[src/rtl/event_indicator_pkg.sv]
// Shared types and constants for the event_indicator blink sequencer.
package event_indicator_pkg;

    localparam int BLINK_W = 3;

    typedef enum logic [1:0] {
        IDLE = 2'd0,
        ON   = 2'd1,
        OFF  = 2'd2
    } state_e;

endpackage

[src/rtl/phase_timer.sv]
// Saturating phase counter: load clears, count advances up to the limit.
module phase_timer #(
    parameter int W = 1
) (
    input  logic         clk,
    input  logic         rst_n,
    input  logic         load_i,
    input  logic         count_i,
    input  logic [W-1:0] limit_i,
    output logic         tc_o
);

    logic [W-1:0] cnt_q;
    logic [W-1:0] cnt_d;

    assign tc_o = (cnt_q == limit_i);

    always_comb begin
        cnt_d = cnt_q;
        if (load_i) begin
            cnt_d = '0;
        end else if (count_i && !tc_o) begin
            cnt_d = cnt_q + 1'b1;
        end
    end

    always_ff @(posedge clk or negedge rst_n) begin
        if (!rst_n) begin
            cnt_q <= '0;
        end else begin
            cnt_q <= cnt_d;
        end
    end

endmodule

[src/rtl/event_indicator.sv]
// Blink sequencer: N x (ON_CYCLES high, OFF_CYCLES low) per request.
// Define EVENT_INDICATOR_QUEUE_EN to add a one-deep pending request slot.
module event_indicator
    import event_indicator_pkg::*;
#(
    parameter int ON_CYCLES  = 25000000,
    parameter int OFF_CYCLES = 25000000
) (
    input  logic               clk,
    input  logic               reset,
    input  logic               req,
    input  logic [BLINK_W-1:0] blinks,
    output logic               ready,
    output logic               busy,
    output logic               led,
    output logic               done
);

    localparam int MAXC = (ON_CYCLES > OFF_CYCLES) ? ON_CYCLES : OFF_CYCLES;
    localparam int CW   = (MAXC > 1) ? $clog2(MAXC) : 1;

    state_e             state_q;
    logic [BLINK_W-1:0] rem_q;
    logic               led_q;
    logic               busy_q;
    logic               done_q;

    logic [CW-1:0] lim;
    logic          tc;
    logic          tmr_load;
    logic          tmr_count;
    logic          take;

    assign take = req && ready && (blinks != '0);

`ifdef EVENT_INDICATOR_QUEUE_EN
    logic [BLINK_W-1:0] slot_q;
    logic               slot_full_q;
    logic               last;

    assign last  = (state_q == OFF) && tc && (rem_q == BLINK_W'(1));
    assign ready = reset && ((state_q == IDLE) || !slot_full_q);
`else
    assign ready = reset && (state_q == IDLE);
`endif

    assign lim = (state_q == OFF) ? CW'(OFF_CYCLES - 1) : CW'(ON_CYCLES - 1);

    // Counter is held at zero in IDLE and reloaded at every phase change.
    assign tmr_load  = (state_q == IDLE) || tc;
    assign tmr_count = (state_q != IDLE);

    phase_timer #(
        .W(CW)
    ) u_timer (
        .clk    (clk),
        .rst_n  (reset),
        .load_i (tmr_load),
        .count_i(tmr_count),
        .limit_i(lim),
        .tc_o   (tc)
    );

    always_ff @(posedge clk or negedge reset) begin
        if (!reset) begin
            state_q     <= IDLE;
            rem_q       <= '0;
            led_q       <= 1'b0;
            busy_q      <= 1'b0;
            done_q      <= 1'b0;
`ifdef EVENT_INDICATOR_QUEUE_EN
            slot_q      <= '0;
            slot_full_q <= 1'b0;
`endif
        end else begin
            done_q <= 1'b0;
            unique case (state_q)
                IDLE: begin
                    if (take) begin
                        state_q <= ON;
                        led_q   <= 1'b1;
                        busy_q  <= 1'b1;
                        rem_q   <= blinks;
                    end
                end
                ON: begin
                    if (tc) begin
                        state_q <= OFF;
                        led_q   <= 1'b0;
                    end
                end
                OFF: begin
                    if (tc && (rem_q != BLINK_W'(1))) begin
                        rem_q   <= rem_q - 1'b1;
                        state_q <= ON;
                        led_q   <= 1'b1;
                    end else if (tc) begin
                        done_q  <= 1'b1;
                        state_q <= IDLE;
                        busy_q  <= 1'b0;
                        rem_q   <= '0;
`ifdef EVENT_INDICATOR_QUEUE_EN
                        // Chain straight into the pending or arriving request.
                        if (slot_full_q) begin
                            state_q     <= ON;
                            led_q       <= 1'b1;
                            busy_q      <= 1'b1;
                            rem_q       <= slot_q;
                            slot_q      <= '0;
                            slot_full_q <= 1'b0;
                        end else if (take) begin
                            state_q <= ON;
                            led_q   <= 1'b1;
                            busy_q  <= 1'b1;
                            rem_q   <= blinks;
                        end
`endif
                    end
                end
                default: begin
                    state_q <= IDLE;
                    led_q   <= 1'b0;
                    busy_q  <= 1'b0;
                end
            endcase
`ifdef EVENT_INDICATOR_QUEUE_EN
            if (take && (state_q != IDLE) && !last) begin
                slot_q      <= blinks;
                slot_full_q <= 1'b1;
            end
`endif
        end
    end

    assign busy = busy_q;
    assign led  = led_q;
    assign done = done_q;

endmodule
[config.mk]
export PLATFORM = sky130hd
export DESIGN_NAME = event_indicator
export DESIGN_NICKNAME = d
export VERILOG_FILES = /design/src/rtl/event_indicator_pkg.sv /design/src/rtl/phase_timer.sv /design/src/rtl/event_indicator.sv
export SDC_FILE = /design/constraint.sdc
export NUM_CORES = 1
export LEC_CHECK = 0
export ABC_AREA = 1
export CORE_ASPECT_RATIO = 1.1
export CORE_UTILIZATION = 35
export CTS_CLUSTER_SIZE = 30
export DETAILED_ROUTE_END_ITERATION = 7
export GPL_TIMING_DRIVEN = 0
export SETUP_SLACK_MARGIN = 0.02
export SKIP_LAST_GASP = 1
export SYNTH_ARGS = -nofsm -noshare
export SYNTH_HDL_FRONTEND = slang
export SYNTH_HIERARCHICAL = 1
export SYNTH_SLANG_ARGS = --single-unit
[constraint.sdc]
create_clock -name clk -period 6.7 [get_ports clk]
set_clock_uncertainty 0.15 [all_clocks]
set_input_delay 1.675 -clock clk [delete_from_list [all_inputs] [get_ports clk]]
set_output_delay 1.675 -clock clk [all_outputs]
set_load 0.02 [all_outputs]
=== Word level (Yosys, flattened, before mapping) ===
Cells that the tools add are included.

* Register bits after elaboration: 33
* Bits of input ports: 6
* Output and inout port bits: 4

* Add/subtract/negate cells: 2
* Equality and inequality tests: 10
* Mux-type cells: 20
* Bitwise logic cells: 1
* Reductions and logical operators: 16

{| class="wikitable"
|+ Operators with widths
! kind !! count
|-
| $mux 25 || 2
|-
| $add 25x1->25 const B || 1
|-
| $eq 25x25->1 const B || 1
|-
| $mux 3 || 3
|-
| $reduce_and 3->1 || 3
|-
| $mux 2 || 4
|-
| $ne 2x2->1 const B || 4
|-
| $mux 1 || 7
|-
| $pmux 1 s3 || 2
|-
| $pmux 2 s3 || 1
|-
| $pmux 3 s2 || 1
|-
| $reduce_bool 2->1 || 3
|-
| $logic_and 1x1->1 || 5
|-
| $reduce_and 4->1 || 1
|-
| $ne 3x1->1 const B || 1
|-
| $ne 3x2->1 const B || 1
|-
| $reduce_bool 3->1 || 1
|-
| $sub 3x1->3 const B || 1
|-
| $eq 2x1->1 const B || 1
|-
| $eq 2x2->1 const B || 1
|-
| $logic_not 2->1 || 1
|-
| $ne 2x1->1 const B || 1
|-
| $logic_not 1->1 || 1
|-
| $logic_or 1x1->1 || 1
|-
| $not 1->1 || 1
|}

=== Depth between registers and ports, before layout ===
Gate-level depths: netlist (run 1).

* Depth after elaboration: 6
* Depth in mapped cells: 17
* Gate-level depth less buffers: 15

=== By module ===
Netlist (run 1), hierarchy kept.

{| class="wikitable"
|+ By module, submodules not included
! module !! instances !! cells each !! area each (sq um)
|-
| phase_timer || 1 || 356 || 2179.6
|-
| event_indicator || 1 || 73 || 503.0
|}

=== Worst setup path after synthesis (run 1) ===
Ideal clock, no wire load.

* Kind: input to output
* Start: input port reset
* End: output port ready
* Arrival: 2.018 ns
* Data required time: 4.875 ns
* Setup slack: 2.857 ns
* Cell stages on the path: 2
* Buffers on the path: 0
* Cell sequence: inv_1 -> nor2_1

* Cells in the longest elaborated chain, start to end: 1

{| class="wikitable"
|+ Ends and longest elaborated chain
! what !! line !! RTL
|-
| start, declared || event_indicator.sv:10 || <nowiki>input logic reset,</nowiki>
|-
| $logic_and 1x1->1 || event_indicator.sv:44 || <nowiki>assign ready = reset && (state_q == IDLE);</nowiki>
|-
| end, declared || event_indicator.sv:13 || <nowiki>output logic ready,</nowiki>
|}

No other way between the ends.

=== Final worst setup path (run 1) ===
Ends and elaborated chain as after synthesis.

==> results of run 1 <==
## cell usage after synthesis, types with 3 or more instances
library cell,count,area share
buf_1,4,0.0056
buf_2,3,0.0056
clkbuf_1,4,0.0056
dfrtp_1,33,0.31
ha_1,3,0.014
inv_1,52,0.073
inv_2,7,0.0098
nand2_1,151,0.21
nand3_1,49,0.091
nand4_1,24,0.056
nor2_1,49,0.069
nor2_2,6,0.014
xnor2_1,7,0.023
xor2_1,21,0.069
## worst min-delay path: cells and delay by family (launching register included)
family	cells	cell delay, ps
DFF	1	340
and+or+nand+nor	2	100
## sequential cells by signal (all words and copies together) (netlist names)
name / flops
state_q: 2
rem_q: 3
led: 1
u_timer/cnt_q: 25
busy: 1
done: 1
## per-stage QoR
step                      setup slack, ps  power, uW  hold slack (ps)
after floorplan                      2860        427              299
after global placement                566        498              310
after detailed placement             1610        504              311
after CTS                            1600        678              332
after global routing                 1440        723              350
final                                1670        672              325
## cells in the final DEF, fill, tap and decap left out, drive strengths merged
master         netlist  layout
a21oi                2       2
and2                 1       1
buf                  9      10
clkbuf               5      12
clkdlybuf4s50        0       8
clkinv               0       1
conb                 2      37
dfrtp               33      33
ha                   3       3
inv                 59      59
nand2              153     153
nand3               52      52
nand4               24      24
nor2                55      55
nor3                 1       1
o21ai                1       1
o21bai               1       1
xnor2                7       7
xor2                21      21
## cell type report
class | count | area (sq um) | share of cell area
sequential | 33 | 826 | 0.266
clock buffer | 7 | 96.3 | 0.0310
multi-input combinational | 358 | 1690 | 0.545
timing repair buffer | 9 | 85.1 | 0.0274
tap | 87 | 109 | 0.0350
buffer | 14 | 72.6 | 0.0233
inverter | 59 | 221 | 0.0712
clock inverter | 1 | 5.00 | 0.00161
## power breakdown
group / total, uW / switching, uW / leakage, uW / internal, uW
Combinational: 250 / 165 / 0.00123 / 85.7
Sequential: 250 / 22.9 / 0.000445 / 227
Clock: 172 / 78.6 / 0.0000542 / 93.0
Total: 672 / 266 / 0.00173 / 405
## cells by family (layout without fill, tap and decap cells)
logic type,after synthesis,in the layout,share of synthesized area
XOR/XNOR,28,28,0.0914
buffers and inverters,73,90,0.110
flip-flops,33,33,0.308
AND/OR/NAND/NOR,286,286,0.466
adder cells (fa/ha/maj),3,3,0.0140
AO/OA/AOI/OAI,4,4,0.00839
other,2,37,0.00280
## routing by layer
layer,vias up,track usage
met5,-,0
met4,0,0.0736
met3,16,0.0272
met2,56,0.332
met1,1169,0.232
li1,1396,-
## how the worst max path moves through the flow
| stage | end | slack (ps) | depth (start not counted) |
|---|---|---|---|
| global placement | ready | 570 | 4 |
| floorplan | ready | 2860 | 2 |
| global route | ready | 1440 | 4 |
| finish | ready | 1670 | 4 |
| detailed placement | ready | 1610 | 4 |
| CTS | ready | 1600 | 4 |
==> flow_summary.yaml, run 1 <==
status:
  status: "complete, no violations"
synthesis:
  netlist_area_sq_um: 2680
  yosysWarnings: 6
  ys_ff_latch: 33
  seq_area_frac_synth: 0.308
  ys.flop_type: "dfrtp_1"
  syn_inst: 429
  synth_edf_count: 0
  ys_async_sr_fraction: 1.00
  avgSynthCellArea_sq_um: 6.25
  synth.distinct_cells: 26
min_path:
  hold_path_startpoint: "led$_DFFE_PN0P_"
  min_path_type: "register to register"
  holdPathStages: 2
  holdPathEnd: "led$_DFFE_PN0P_"
clocking:
  clk_latency_ps: 290
  clock_path_buffers: 2
  tritoncts: "built"
  cts_resized: 0
  numCtsBuffers: 5
  holdBufCountCts: 0
  postCtsSetupBuffers: 0
  cts_sinks: 33
  root_buffer: "clkbuf_8"
  htreeDepth: 2
  path_clk_slew_ps: 70
timing:
  period_minus_slack_ps: 5030
  slew_violations: 0
  hold_viol: 0
  tightest_slew_ps: 803
  grt_setup_unrepaired: "no"
  setup_tns_ps: 0
  setup_viol: 0
  fmax_mhz: 199
  relSlewSlack: 0.465
  period_share: 0.751
critical_path:
  cp-start-kind: "input port"
  path_max_fanout: 35
  r2r_cells: 16
  critPathBufInv: 3
  critPathArrivalTime_ps: 3200
  crit_chain: "buf_2, inv_1, nor2_1, clkdlybuf4s50_1"
  required_ps: 4880
  reg2reg_slack_ps: 3670
  cp-end-kind: "output port"
  crit_slowest_cell: "clkdlybuf4s50_1"
  crit_family: "buffers and inverters"
  reg2reg_to: "u_timer/cnt_q[22]$_DFFE_PN0P_"
  max_stage_delay_ps: 630
  path_class: "input port to output port"
  r2r-start: "u_timer/cnt_q[20]$_DFFE_PN0P_"
  startpoint: "reset"
floorplan:
  num_rows: 33
  die_area_sq_um: 8020
  core_sq_um: 7430
  start_util: 0.361
  die_h_um: 93.8
  ioPinCount: 10
  dieWidth_um: 85.5
detailed_routing:
  detail_route.first_pass.iterations: 4
  met2_length_mm: 3.29
  drc: 0
  highest_layer: "met4"
  antenna_left: 0
  wl_per_cell_um: 11.9
  wl_met1_mm: 3.10
  wirelength_mm: 6.77
  drtIter0Drc: 172
  dr_wl_met3_um: 214
  via_count: 2637
  drt-vias-per-instance: 4.64
placement:
  gp_congestion: 0.890
  placed_area_sq_um: 3010
  place_inst: 560
  dp_hpwl_mm: 5.11
  io_buffers: 9
finish:
  fin_util: 0.418
  diodes: 0
  final_cells: 568
  nNetsFinal: 489
  syn2layout_area_growth_pct: 15.9
  fin_area_sq_um: 3110
  drive_gt1_frac: 0.0686
  nFillCells: 792
power_and_ir_drop:
  leakagePower_uw: 0.00173
  powerDensity_nw_per_um2: 216
  ir_drop_mv: 0.115
run:
  drv_cap: 0
global_route:
  grt_first_pass_wirelength_mm: 11.8
  antenna_found_initial: 0
  grt_usage: 0.189
  grt_pass1_vias: 2543
  grt.overflow.total: 0
  grt_max_degree: 36
(Power assumes the default switching activity.)
==> run 2, diff against run 1 <==
==> constraint.sdc (replaced) <==
create_clock -name clk -period 4.2 [get_ports clk]
set_clock_uncertainty 0.15 [all_clocks]
set_input_delay 1.05 -clock clk [delete_from_list [all_inputs] [get_ports clk]]
set_output_delay 1.05 -clock clk [all_outputs]
set_load 0.02 [all_outputs]
==> results of run 2 <==
The final DEF is identical to that of run 1. Status: complete, no violations.
Main changes from that run: setup slack after placement 1610 ps -> 356 ps; setup slack after layout 1670 ps -> 420 ps; register-to-register setup slack 3670 ps -> 1170 ps; total power 672 uW -> 1070 uW; worst IR drop on VDD 0.115 mV -> 0.183 mV
